File: src/rtl/uart_rx_if.sv
// uart_rx_if: serial-receiver bus between the line/baud side and the byte consumer.
//   Tick     oversample enable from the baud generator (one Clk wide)
//   Rx       asynchronous serial line, idle high
//   RxAck    consumer acknowledge, clears RxValid and Overrun
//   RxData   last correctly framed byte, LSB first on the line
//   RxValid  high while RxData holds an unacknowledged byte
//   FrameErr high after a frame whose stop bit sampled low
//   Overrun  sticky, a good frame completed while RxValid was high
//   Busy     receiver is inside a frame
interface uart_rx_if #(parameter int DATA_BITS = 8);
    logic                 Tick;
    logic                 Rx;
    logic                 RxAck;
    logic [DATA_BITS-1:0] RxData;
    logic                 RxValid;
    logic                 FrameErr;
    logic                 Overrun;
    logic                 Busy;
    modport slave  (input Tick, Rx, RxAck, output RxData, RxValid, FrameErr, Overrun, Busy);
    modport master (output Tick, Rx, RxAck, input RxData, RxValid, FrameErr, Overrun, Busy);
endinterface

File: src/rtl/uart_rx.sv
// uart_rx: oversampling UART receiver, N data bits, one stop bit, no parity.
//   Clk    system clock, rising edge
//   Rst_n  asynchronous active-low reset
//   bus    uart_rx_if slave: Tick/Rx/RxAck in, RxData/RxValid/FrameErr/Overrun/Busy out
module uart_rx #(
    parameter int DATA_BITS  = 8,
    parameter int OVERSAMPLE = 16
) (
    input logic     Clk,
    input logic     Rst_n,
    uart_rx_if.slave bus
);
    typedef enum logic [1:0] {IDLE, START, DATA, STOP} state_t;
    state_t               state, state_nxt;
    logic                 rx_m, rx_s;
    logic [3:0]           tick_cnt;
    logic [2:0]           bit_cnt;
    logic [DATA_BITS-1:0] shift_reg, rx_data;
    logic                 rx_valid, frame_err, overrun;
    logic                 mid, full, last, good, bad;

    assign mid  = state == START && bus.Tick && tick_cnt == 4'(OVERSAMPLE/2 - 1);
    assign full = bus.Tick && tick_cnt == 4'(OVERSAMPLE - 1);
    assign last = bit_cnt == 3'(DATA_BITS - 1);
    assign good = state == STOP && full && rx_s;
    assign bad  = state == STOP && full && !rx_s;

    always_ff @(posedge Clk or negedge Rst_n)
        if (!Rst_n)
            state <= IDLE;
        else
            state <= state_nxt;

    always_comb begin
        state_nxt = state;
        case (state)
            IDLE:    if (!rx_s) state_nxt = START;
            START:   if (mid) state_nxt = rx_s ? IDLE : DATA;
            DATA:    if (full && last) state_nxt = STOP;
            default: if (full) state_nxt = IDLE;
        endcase
    end

    always_comb begin
        bus.RxData   = rx_data;
        bus.RxValid  = rx_valid;
        bus.FrameErr = frame_err;
        bus.Overrun  = overrun;
        bus.Busy     = state != IDLE;
    end

    // Every terminal count clears tick_cnt, so it never wraps inside a state.
    always_ff @(posedge Clk or negedge Rst_n)
        if (!Rst_n) begin
            rx_m      <= 1'b1;
            rx_s      <= 1'b1;
            tick_cnt  <= '0;
            bit_cnt   <= '0;
            shift_reg <= '0;
            rx_data   <= '0;
            rx_valid  <= 1'b0;
            frame_err <= 1'b0;
            overrun   <= 1'b0;
        end else begin
            rx_m      <= bus.Rx;
            rx_s      <= rx_m;
            tick_cnt  <= (state == IDLE || mid || full) ? 4'd0 : tick_cnt + {3'd0, bus.Tick};
            bit_cnt   <= state != DATA ? 3'd0 : bit_cnt + {2'd0, full};
            shift_reg <= (state == DATA && full) ? {rx_s, shift_reg[DATA_BITS-1:1]} : shift_reg;
            // A completion coinciding with RxAck replaces the byte instead of overrunning.
            rx_data   <= (good && (!rx_valid || bus.RxAck)) ? shift_reg : rx_data;
            rx_valid  <= good ? 1'b1 : bus.RxAck ? 1'b0 : rx_valid;
            overrun   <= (good && rx_valid && !bus.RxAck) ? 1'b1 : bus.RxAck ? 1'b0 : overrun;
            frame_err <= good ? 1'b0 : bad ? 1'b1 : frame_err;
        end
endmodule

File: src/flat_wrapper.sv
// flat-port wrapper written by rule: the top's interface ports become plain ports
module uart_rx_flat 
#(
    parameter int DATA_BITS  = 8,
    parameter int OVERSAMPLE = 16
)
  (Clk, Rst_n, bus_Tick, bus_Rx, bus_RxAck, bus_RxData, bus_RxValid, bus_FrameErr, bus_Overrun, bus_Busy);
  uart_rx_if #(.DATA_BITS(DATA_BITS)) bus_i ();
  input logic Clk;
  input logic Rst_n;
  input wire logic [$bits(bus_i.Tick)-1:0] bus_Tick;
  input wire logic [$bits(bus_i.Rx)-1:0] bus_Rx;
  input wire logic [$bits(bus_i.RxAck)-1:0] bus_RxAck;
  output wire logic [$bits(bus_i.RxData)-1:0] bus_RxData;
  output wire logic [$bits(bus_i.RxValid)-1:0] bus_RxValid;
  output wire logic [$bits(bus_i.FrameErr)-1:0] bus_FrameErr;
  output wire logic [$bits(bus_i.Overrun)-1:0] bus_Overrun;
  output wire logic [$bits(bus_i.Busy)-1:0] bus_Busy;
  assign bus_i.Tick = bus_Tick;
  assign bus_i.Rx = bus_Rx;
  assign bus_i.RxAck = bus_RxAck;
  assign bus_RxData = bus_i.RxData;
  assign bus_RxValid = bus_i.RxValid;
  assign bus_FrameErr = bus_i.FrameErr;
  assign bus_Overrun = bus_i.Overrun;
  assign bus_Busy = bus_i.Busy;
  uart_rx #(.DATA_BITS(DATA_BITS), .OVERSAMPLE(OVERSAMPLE)) u_core (.Clk(Clk), .Rst_n(Rst_n), .bus(bus_i));
endmodule
File: config.mk
export PLATFORM = sky130hd
export DESIGN_NAME = uart_rx_flat
export DESIGN_NICKNAME = d
export VERILOG_FILES = /design/src/rtl/uart_rx_if.sv /design/src/rtl/uart_rx.sv /design/src/flat_wrapper.sv
export SDC_FILE = /design/constraint.sdc
export NUM_CORES = 1
export LEC_CHECK = 0
export CORE_MARGIN = 2
export CORE_UTILIZATION = 50
export DETAILED_ROUTE_END_ITERATION = 10
export HOLD_SLACK_MARGIN = 0.02
export PLACE_DENSITY = 0.83
export SLEW_MARGIN = 30
export SYNTH_ARGS = -nofsm -noshare
export SYNTH_HDL_FRONTEND = slang
export SYNTH_SLANG_ARGS = --single-unit
File: constraint.sdc
create_clock -name Clk -period 1.9 [get_ports Clk]
set_input_delay 0.38 -clock Clk [delete_from_list [all_inputs] [get_ports Clk]]
set_output_delay 0.38 -clock Clk [all_outputs]
set_load 0.02 [all_outputs]
==> qor.txt <==
OUTCOME
--------------------------------------------------------------------------------------------
Run status ....................................................................    completed

DRT
--------------------------------------------------------------------------------------------
Wire length reported by the detailed router ...................................      2050 um
Count of vias placed by the detailed router ...................................          794
Drt pass-1 iters ..............................................................            4
Vias per cell .................................................................         5.29
Initial detailed-routing violation count ......................................           14
Number of design rule violations left after detail routing ....................            0
Final antenna-violating net count .............................................            0
Final routed wire length divided by cell count ................................      13.6 um

YOSYS
--------------------------------------------------------------------------------------------
Leading register cell type out of synthesis ................................... sky130_fd_sc_hd__dfrtp_1
Mapped Nets ...................................................................           99
Synth Area in Compound Gates ..................................................        5.95%
Number of synthesized flops with an enable pin ................................            0
Post-synthesis instance total .................................................           90
Synthesized flop and latch total ..............................................           30
Sequential element share of the synthesized area ..............................        59.7%
Mean post-synth cell area .....................................................   14.0 sq um
Number of distinct library cells after synthesis ..............................           28
Basic-gate share of the synthesized area counting and, or, nand and nor cells .        11.6%
Async set-or-reset flop fraction in the synthesized netlist ...................         100%
Yosys warning total ...........................................................            0
Multiplexer share of the synthesized area .....................................        15.2%
Cell Area, Synth ..............................................................   1260 sq um
Adder-Cell Fraction of Synth Area .............................................        3.97%
Largest family of logic cells by synthesized area ............................. multiplexers
Synthesized-area fraction occupied by xor and xnor cells ......................        2.08%

PWR
--------------------------------------------------------------------------------------------
Power Density .................................................................  982 nW/um^2
Standby leakage power .........................................................     0.742 nW
Max IR drop VDD ...............................................................   0.000670 V
Power after layout ............................................................      1.57 mW

CTS
--------------------------------------------------------------------------------------------
CTS tree ......................................................................        built
Post-CTS repair timing setup buffer count .....................................            0
Bufs on Longest Clock Path ....................................................            2
Clk slew on worst S/H paths ...................................................        90 ps
Number of clock sinks .........................................................           30
H-tree depth reported by CTS ..................................................            2
Clock buffers created by TritonCTS ............................................            5
Root buffer cell .............................................................. sky130_fd_sc_hd__clkbuf_4
Clock latency reported for the late side of the worst-skew pair ...............       320 ps

WORST SETUP PATH
--------------------------------------------------------------------------------------------
Worst path slowest cell ....................................................... sky130_fd_sc_hd__dfrtp_1
Worst Path Class, Setup .......................................................      reg2out
Maximum cell stage delay along the critical path ..............................       400 ps
Crit path capture type ........................................................   output pin
CP required ...................................................................      1520 ps
Signal arrival time at the worst endpoint .....................................      1330 ps
Chain of cells forming the critical path ...................................... or2_2, dlygate4sd2_1
Crit path buf inv count .......................................................            1
Cell class contributing the biggest share of worst-path delay .................   flip-flops
Critical path startpoint category .............................................         flop
Maximum net fanout on the critical path .......................................            2

GLOBAL ROUTING
--------------------------------------------------------------------------------------------
Number of global-route vias before repair .....................................          684
Total grt overflow ............................................................            0
Initial antenna violation count ...............................................            0
Overall fraction of global-route tracks in use ................................        16.2%
Global-route wire length before repair ........................................      3190 um
Maximum number of pins on one net before global-route repair ..................           31

PLACEMENT
--------------------------------------------------------------------------------------------
Routability Congestion ........................................................        0.858
Count of buffers inserted at the top-level ports ..............................           16
DP HPWL .......................................................................      1490 um
Placed cell area ..............................................................   1520 sq um
Worst Setup Slack post-DPL ....................................................     -40.5 ps

TIMING
--------------------------------------------------------------------------------------------
Setup Total Neg Slack .........................................................         0 ps
Remaining max-slew budget at the tightest pin .................................        75.6%
Max Clock Freq ................................................................    0.586 GHz
Min Clock Period, post-route ..................................................      1710 ps
Min Hold Slack ................................................................       359 ps
Setup WS post-layout ..........................................................       194 ps
Finish-stage setup viols ......................................................            0
Slew at the pin closest to its max-slew limit .................................       365 ps
RSZ-0062 raised after global routing ..........................................           no
Clock Skews ...................................................................      3.32 ps
Endpoints failing hold ........................................................            0
Final slew viol count .........................................................            0
Period utilisation layout .....................................................        89.8%

LAYOUT
--------------------------------------------------------------------------------------------
Number of fill cells in the layout ............................................          179
Fraction of layout cells with a size suffix above 1 ...........................        33.3%
Layout Cell Area excl Fill ....................................................   1600 sq um
Post-layout nets ..............................................................          128
ANT cells .....................................................................            0
Area added between synthesis and finish .......................................        26.7%

DIE
--------------------------------------------------------------------------------------------
Initial Util ..................................................................        51.9%
Cell Rows .....................................................................           18
Chip height ...................................................................      54.2 um
Number of top-level pins ......................................................           17
Total die area ................................................................   2940 sq um
Core area .....................................................................   2430 sq um
Horizontal die dimension ......................................................      54.2 um

HOLD PATH
--------------------------------------------------------------------------------------------
Worst min-delay path category .................................................      reg2reg

JOB
--------------------------------------------------------------------------------------------
Max-capacitance violation count ...............................................            0

path summary, 6_finish.rpt:
path / startpoint / end / slack (ps) / cells past startpoint
min in group asynchronous: Rst_n / u_core.shift_reg[5]$_DFFE_PN0P_ / 430 / 2
worst max register to register: u_core.rx_s$_DFF_PN1_ / u_core.bus.RxData[4]$_DFFE_PN0P_ / 310 / 4
max in group asynchronous: Rst_n / u_core.rx_m$_DFF_PN1_ / 1160 / 2
worst min register to register: u_core.rx_m$_DFF_PN1_ / u_core.rx_s$_DFF_PN1_ / 360 / 0
worst min-delay path: u_core.rx_m$_DFF_PN1_ / u_core.rx_s$_DFF_PN1_ / 360 / 0
worst max-delay path: u_core.state[1]$_DFFE_PN0P_ / bus_Busy / 190 / 2
timing repair:
item / CTS / global route
endpoints found under the setup margin: 1 / 0
hold buffers: 0 / 0
gates resized for setup: 1 / 0
cells by family (layout without fill, tap and decap cells):
family | count (synthesis) | after routing
simple gates | 20 | 20
compound gates | 11 | 11
buf+inv | 5 | 35
fa+ha+maj | 4 | 4
xor+xnor | 3 | 3
mux | 17 | 17
flops | 30 | 30
layout by cell type, fill, tap and decap left out, types with 2 or more instances in the layout:
cell	n
sky130_fd_sc_hd__dfrtp_1	28
sky130_fd_sc_hd__mux2_2	17
sky130_fd_sc_hd__clkdlybuf4s50_1	15
sky130_fd_sc_hd__buf_4	6
sky130_fd_sc_hd__clkbuf_4	5
sky130_fd_sc_hd__inv_1	4
sky130_fd_sc_hd__ha_1	4
sky130_fd_sc_hd__xnor2_1	3
sky130_fd_sc_hd__nand3_1	3
sky130_fd_sc_hd__clkbuf_8	3
sky130_fd_sc_hd__a21oi_1	2
sky130_fd_sc_hd__a21boi_0	2
sky130_fd_sc_hd__nor2b_1	2
sky130_fd_sc_hd__and2_1	2
sky130_fd_sc_hd__nor3_1	2
sky130_fd_sc_hd__nand4_1	2
sky130_fd_sc_hd__a31oi_1	2
sky130_fd_sc_hd__nand2b_1	2
sky130_fd_sc_hd__dfstp_2	2
power by group:
part           leakage [nW]  internal [mW]  total (mW)  switching (mW)
Combinational         0.299          0.157       0.333           0.176
Sequential            0.399          0.705       0.775          0.0702
Clock                0.0446          0.253       0.460           0.208
Total                 0.742           1.11        1.57           0.454
synthesized netlist by cell type, types with 2 or more instances:
cell type	number	area [sq um]
sky130_fd_sc_hd__nor2b_1	2	12.5
sky130_fd_sc_hd__xnor2_1	3	26.3
sky130_fd_sc_hd__mux2_2	17	191
sky130_fd_sc_hd__dfstp_2	2	52.6
sky130_fd_sc_hd__ha_1	4	50.1
sky130_fd_sc_hd__nand2b_1	2	12.5
sky130_fd_sc_hd__a21boi_0	2	15.0
sky130_fd_sc_hd__inv_1	4	15.0
sky130_fd_sc_hd__nor3_1	2	10.0
sky130_fd_sc_hd__a21oi_1	2	10.0
sky130_fd_sc_hd__and2_1	2	12.5
sky130_fd_sc_hd__nand4_1	2	12.5
sky130_fd_sc_hd__dfrtp_1	28	701
sky130_fd_sc_hd__nand3_1	3	15.0
sky130_fd_sc_hd__a31oi_1	2	12.5
cell type report:
cell class | count | area [sq um] | share of cell area [%]
Tap cell | 30 | 37.5 | 2.35
Clock buffer | 8 | 78.8 | 4.93
Multi-Input combinational cell | 55 | 489 | 30.6
Timing Repair Buffer | 23 | 224 | 14.0
Sequential cell | 30 | 753 | 47.1
Inverter | 4 | 15.0 | 0.940
layer usage:
| metal | wire length [um] | track usage (%) | vias to the layer above |
|---|---|---|---|
| li1 | - | - | 383 |
| met1 | 909 | 21.0 | 378 |
| met2 | 974 | 22.1 | 27 |
| met3 | 117 | 8.20 | 6 |
| met4 | 46 | 8.33 | 0 |
| met5 | 0 | 0 | - |
through the flow:
step,utilization (%),cells
after global placement,62.5,142
after detailed placement,62.5,142
final,65.7,150
after global routing,65.7,150
after floorplan,-,90
after CTS,65.7,150
Note: power is estimated with default switching activity, not from simulation.
==> RTL change 1: new RTL, same flow settings <==
Take the reset off `rx_data` and load it in a clocked block of its own.
--- a/src/rtl/uart_rx.sv
+++ b/src/rtl/uart_rx.sv
@@ -59,3 +59,2 @@
             shift_reg <= '0;
-            rx_data   <= '0;
             rx_valid  <= 1'b0;
@@ -70,3 +69,2 @@
             // A completion coinciding with RxAck replaces the byte instead of overrunning.
-            rx_data   <= (good && (!rx_valid || bus.RxAck)) ? shift_reg : rx_data;
             rx_valid  <= good ? 1'b1 : bus.RxAck ? 1'b0 : rx_valid;
@@ -75,2 +73,6 @@
         end
+
+    always_ff @(posedge Clk) begin
+        rx_data <= (good && (!rx_valid || bus.RxAck)) ? shift_reg : rx_data;
+    end
 endmodule
Behaviour: same outputs for any inputs over 10 cycles, from zero or initial values and one cycle with Rst_n low; that may be too few to reach the edited logic, so the function may still have changed.
==> RTL change 1 against the original RTL <==
  * Setup slack better by 0.023 ns
  * Area after synthesis is 4.5% lower
  * Power is 8.8% lower
  * Final area is 7.9% lower
  * Wire length is 13% lower
  * Critical path depth stayed put
  * Sequential cell count stayed put
  * Synthesized cell count is 7.8% lower
  * Die area is 4.1% lower
  * Clock power is 26% lower
  * First-iteration DRC count is 64% lower
  * Critical path type unchanged
==> RTL change 1: results (changes against the original RTL) <==
* Status: completed
* Post-placement cell count at 130 (-8.5%)
* Gr usage total at 16.2% (-0.030 points)
* Layout clock buffer count at 6 (-2)
* Switching power at 423 uW (-6.8%)
* Fin crit share at 88.6% (-1.2 points)
* FILL cells at 197 (+10%)
* Met3 Resource Use GR at 8.47% (+0.28 points)
* Reg2reg end: u_core.bus.RxData[5]
* Crit path DAT at 1.30 ns (-0.03 ns)
* Register area share after synthesis at 65.8% (+6.1 points)
* Net Count, Synth at 92 (-7.1%)
* Met1 GRT Util at 16.3% (-4.7 points)
* Comb group at 305 uW (-8.4%)
* Vias/cell at 5.30 (+0.21%)
* DRT met1 WL at 688 um (-24%)
* Setup bufs post-CTS at 0 (unchanged)
* Netlist cell types at 29 (+3.6%)
* Largest net degree at the start of global routing at 23 (-26%)
* Endpoint, Worst Hold: u_core.rx_s
* # nets final at 118 (-7.8%)
* Avg Cell Area, Syn at 14.5 sq um (+3.6%)
* Share of layout cells above drive strength 1 at 21.8% (-12 points)
* Fraction of area in multi-input gates at 25.9% (-4.7 points)
* #FFs+latches synth at 30 (unchanged)
* Asr flop ratio synth at 73.3% (-27 points)
* Final wirelength at 1790 um (-13%)
* Dpl hpwl at 1310 um (-12%)
* Avg WL per Cell at 13.0 um (-5.0%)
* Gpl congestion at 0.766 (-11%)
* Non-clk bufs at 21 (-8.7%)
* First-pass GRT wire length at 3030 um (-5.2%)
* Slew of the pin with the lowest slew margin at 0.418 ns (+0.0528 ns)
* Number of global-route vias before repair at 733 (+7.2%)
* Skew final at 0.00330 ns (-0.0000142 ns)
* FF/Latch Area at 793 sq um (+5.3%)
* Top cells by area, synth: dfrtp_1 (42%), edfxtp_1 (20%), mux2_2 (6.5%)
* Critical path's slowest cell: dfrtp_1
* Grt met2 use at 27.9% (+5.8 points)
* Critical Path Start: u_core.state[1]
* DRT iter0 DRCs at 5 (-9)
* Sequential logic power at 785 uW (+1%)
* WL met3 at 99 um (-15%)
* Clk. pwr at 340 uW (-26%)
* Leakage at 0.000652 uW (-12%)
* NonClk Buf Share at 13.4% (-0.67 points)
* Most frequent cells after synthesis: dfrtp_1 (20), edfxtp_1 (8), mux2_2 (7)
* Clock network share of area at 3.40% (-1.5 points)
* WL met2 at 978 um (+0.41%)
* Multi-input gates at 47 (-15%)
* R2R Setup Slk at 0.45 ns (+0.14 ns)
* Placement Setup Slack at 0.0342 ns (+0.0748 ns)
-- RTL change 1: cell types whose count changed after synthesis, moves of 2 or more --
cell      delta
mux2_4       +2
nor2b_1      -2
edfxtp_1     +8
mux2_2      -10
nand2_1      +2
dfrtp_1      -8
-- RTL change 1: metrics by stage --
step	area [sq um]	hold slack [ns]	utilization (%)
global route	1470	0.357	65.3
CTS	1470	0.364	65.3
floorplan	1200	0.0844	-
detailed placement	1420	0.347	63.1
finish	1470	0.361	65.3
global placement	1420	0.347	63.1
-- RTL change 1: cells by family (layout without fill, tap and decap cells) --
logic type               Yosys count  count (layout)  synth area share, %
adder cells (fa/ha/maj)            4               4                 4.15
buffers and inverters              6              33                 2.49
flip-flops                        30              30                 65.8
AND/OR/NAND/NOR                   20              20                 10.3
multiplexers                       9               9                 9.03
AO/OA/AOI/OAI                     11              11                 6.02
XOR/XNOR                           3               3                 2.18
==> RTL change 2: new RTL, same settings <==
Without the edit above. `DATA_BITS` is set to 8 in 3 places; all go to 7.
--- a/src/rtl/uart_rx_if.sv
+++ b/src/rtl/uart_rx_if.sv
@@ -9,3 +9,3 @@
 //   Busy     receiver is inside a frame
-interface uart_rx_if #(parameter int DATA_BITS = 8);
+interface uart_rx_if #(parameter int DATA_BITS = 7);
     logic                 Tick;
--- a/src/rtl/uart_rx.sv
+++ b/src/rtl/uart_rx.sv
@@ -5,3 +5,3 @@
 module uart_rx #(
-    parameter int DATA_BITS  = 8,
+    parameter int DATA_BITS  = 7,
     parameter int OVERSAMPLE = 16
--- a/src/flat_wrapper.sv
+++ b/src/flat_wrapper.sv
@@ -3,3 +3,3 @@
 #(
-    parameter int DATA_BITS  = 8,
+    parameter int DATA_BITS  = 7,
     parameter int OVERSAMPLE = 16
Interface: changed (resized bus_RxData); port bits go from 17 to 16. The function was not compared with the original's and may differ.
==> RTL change 2 against the original RTL <==
  * Setup slack better by 0.0059 ns
  * Via count is 4.4% lower
  * Die area is 2.3% lower
  * Wire length is 5.0% lower
  * Power is 6.4% lower
  * Area after synthesis is 2.5% lower
  * Sequential cell count is 2 lower
  * Final area is 6.8% lower
  * Critical endpoint is now bus_RxData[3]
  * Largest cell class unchanged
  * Largest power group unchanged
==> RTL change 2: results (changes against the original RTL) <==
* Maximum VDD drop at 0.000713 V (+6.4%)
* H-tree levels at 1 (-1)
* R2R Setup Slk at 0.20 ns (-0.11 ns)
* Crit path DAT at 1.32 ns
* Gr usage total at 16.6% (+0.42 points)
* Critical Path Start: u_core.bus.RxData[3]
* Netlist cell types at 32 (+14%)
* Post-placement cell count at 134 (-5.6%)
* Switching power at 433 uW (-4.5%)
* Worst min path class: reg2reg
* Final Non-Filler Cells at 138 (-8.0%)
* DRT Pass-1 Iters at 4 (unchanged)
* Syn Std Cell Area at 1230 sq um (-2.5%)
* Most frequent cells after synthesis: dfrtp_1 (26), mux2_2 (15), a31oi_1 (4), ha_1 (4)
* Vias at 759 (-4.4%)
* Slew Limit Headroom at 75.9% (+0.28 points)
* Diode count at 0 (unchanged)
* First-pass GRT wire length at 3420 um (+7.1%)
* Worst Reg-to-Reg Cells at 3 (-1)
* Clock-pin slew on the worst setup and hold paths at 0.15 ns (+0.06 ns)
* Reg2reg end: u_core.bus.RxData[3]
* Largest net degree at the start of global routing at 29 (-6.5%)
* Gpl congestion at 0.837 (-2.4%)
* Dpl hpwl at 1450 um (-2.3%)
* Hold path start: u_core.rx_m
* Placement Setup Slack at -0.0514 ns (-0.0109 ns)
* Endpoint, Worst Hold: u_core.rx_s
* Critical path's slowest cell: clkdlybuf4s50_1
* Clock Path Buffers at 2 (unchanged)
* Number of global-route vias before repair at 820 (+20%)
* Max Fclk at 588 MHz (+0.35%)
* Placed instance area at 1440 sq um (-5.4%)
* Initial antenna violation count at 0 (unchanged)
* CTS Root Cell: clkbuf_4
* Worst Hold Slack at 0.371 ns (+0.0117 ns)
* Avg Cell Area, Syn at 13.8 sq um (-1.4%)
* Final wirelength at 1950 um (-5.0%)
* Net Count, Synth at 98 (-1.0%)
* Status: completed
* CP delay by family, top: buffers and inverters
* Reg2reg start: u_core.tick_cnt[3]
* Asr flop ratio synth at 100% (unchanged)
* Synth warn at 0 (unchanged)
* Skew final at 0.00578 ns (+0.00246 ns)
* Leakage at 0.000699 uW (-5.8%)
* # nets final at 120 (-6.3%)
* Crit-path max FO at 2 (unchanged)
* Max stage delay on crit path at 0.61 ns (+0.21 ns)
* WHS Path Cells at 0 (unchanged)
* DRT iter0 DRCs at 11 (-3)
* Port bufs at 15 (-1)
* Critical path destination: bus_RxData[3]
* CTS Buf Count at 3 (-2)
* Skew-Pair Late Insertion Delay at 0.33 ns
* Top cells by area, synth: dfrtp_1 (53%), mux2_2 (14%), dfstp_2 (4.3%)
* Register area share after synthesis at 57.2% (-2.6 points)
* Share of layout cells above drive strength 1 at 30.0% (-3.3 points)
[RTL change 2: changes by cell type in the layout (fill, tap and decap cells not counted), sizes merged, moves of 2 or more]
cell	unedited run	this run
a31oi	2	4
clkbuf	8	3
dfrtp	28	26
mux2	17	15
nand2b	2	0
nand3	4	2
[RTL change 2: repair_timing]
item                                    in CTS  in global routing
endpoints found under the setup margin       1                  0
endpoints found under the hold margin        0                  0
resized for setup                            1                  0
[RTL change 2: metal layers]
| layer | routed length [um] | global-route usage [%] | vias up | share of wire, % |
|---|---|---|---|---|
| li1 | - | - | 361 | - |
| met4 | 31 | 9.83 | 0 | 1.6 |
| met1 | 882 | 21.4 | 378 | 45 |
| met3 | 62 | 2.78 | 4 | 3.2 |
| met2 | 968 | 26.5 | 16 | 50 |
| met5 | 0 | 0 | - | 0 |
[RTL change 2: layout make-up]
class / instances / area (sq um)
Tap cell: 28 / 35.0
Clock buffer: 3 / 22.5
Timing Repair Buffer: 21 / 194
Multi-Input combinational cell: 54 / 493
Clock inverter: 1 / 30.0
Sequential cell: 28 / 703
Fill cell: 170 / 787
Inverter: 3 / 11.3
[RTL change 2: cells by family (layout without fill, tap and decap cells)]
| kind of cell | Yosys count | count (layout) | share of synthesized area [%] |
|---|---|---|---|
| mux | 15 | 15 | 13.7 |
| flops | 28 | 28 | 57.2 |
| simple gates | 19 | 19 | 12.8 |
| xor+xnor | 4 | 4 | 2.85 |
| fa+ha+maj | 4 | 4 | 4.07 |
| buf+inv | 7 | 28 | 2.75 |
| compound gates | 12 | 12 | 6.61 |
[RTL change 2: power groups by stage]
stage | Combinational (uW) | Sequential [uW] | Clock, uW
final | 337 | 747 | 385
after global routing | 378 | 758 | 416
after CTS | 338 | 747 | 394
after detailed placement | 340 | 757 | 0
after global placement | 320 | 752 | 0
after floorplan | 258 | 728 | 0
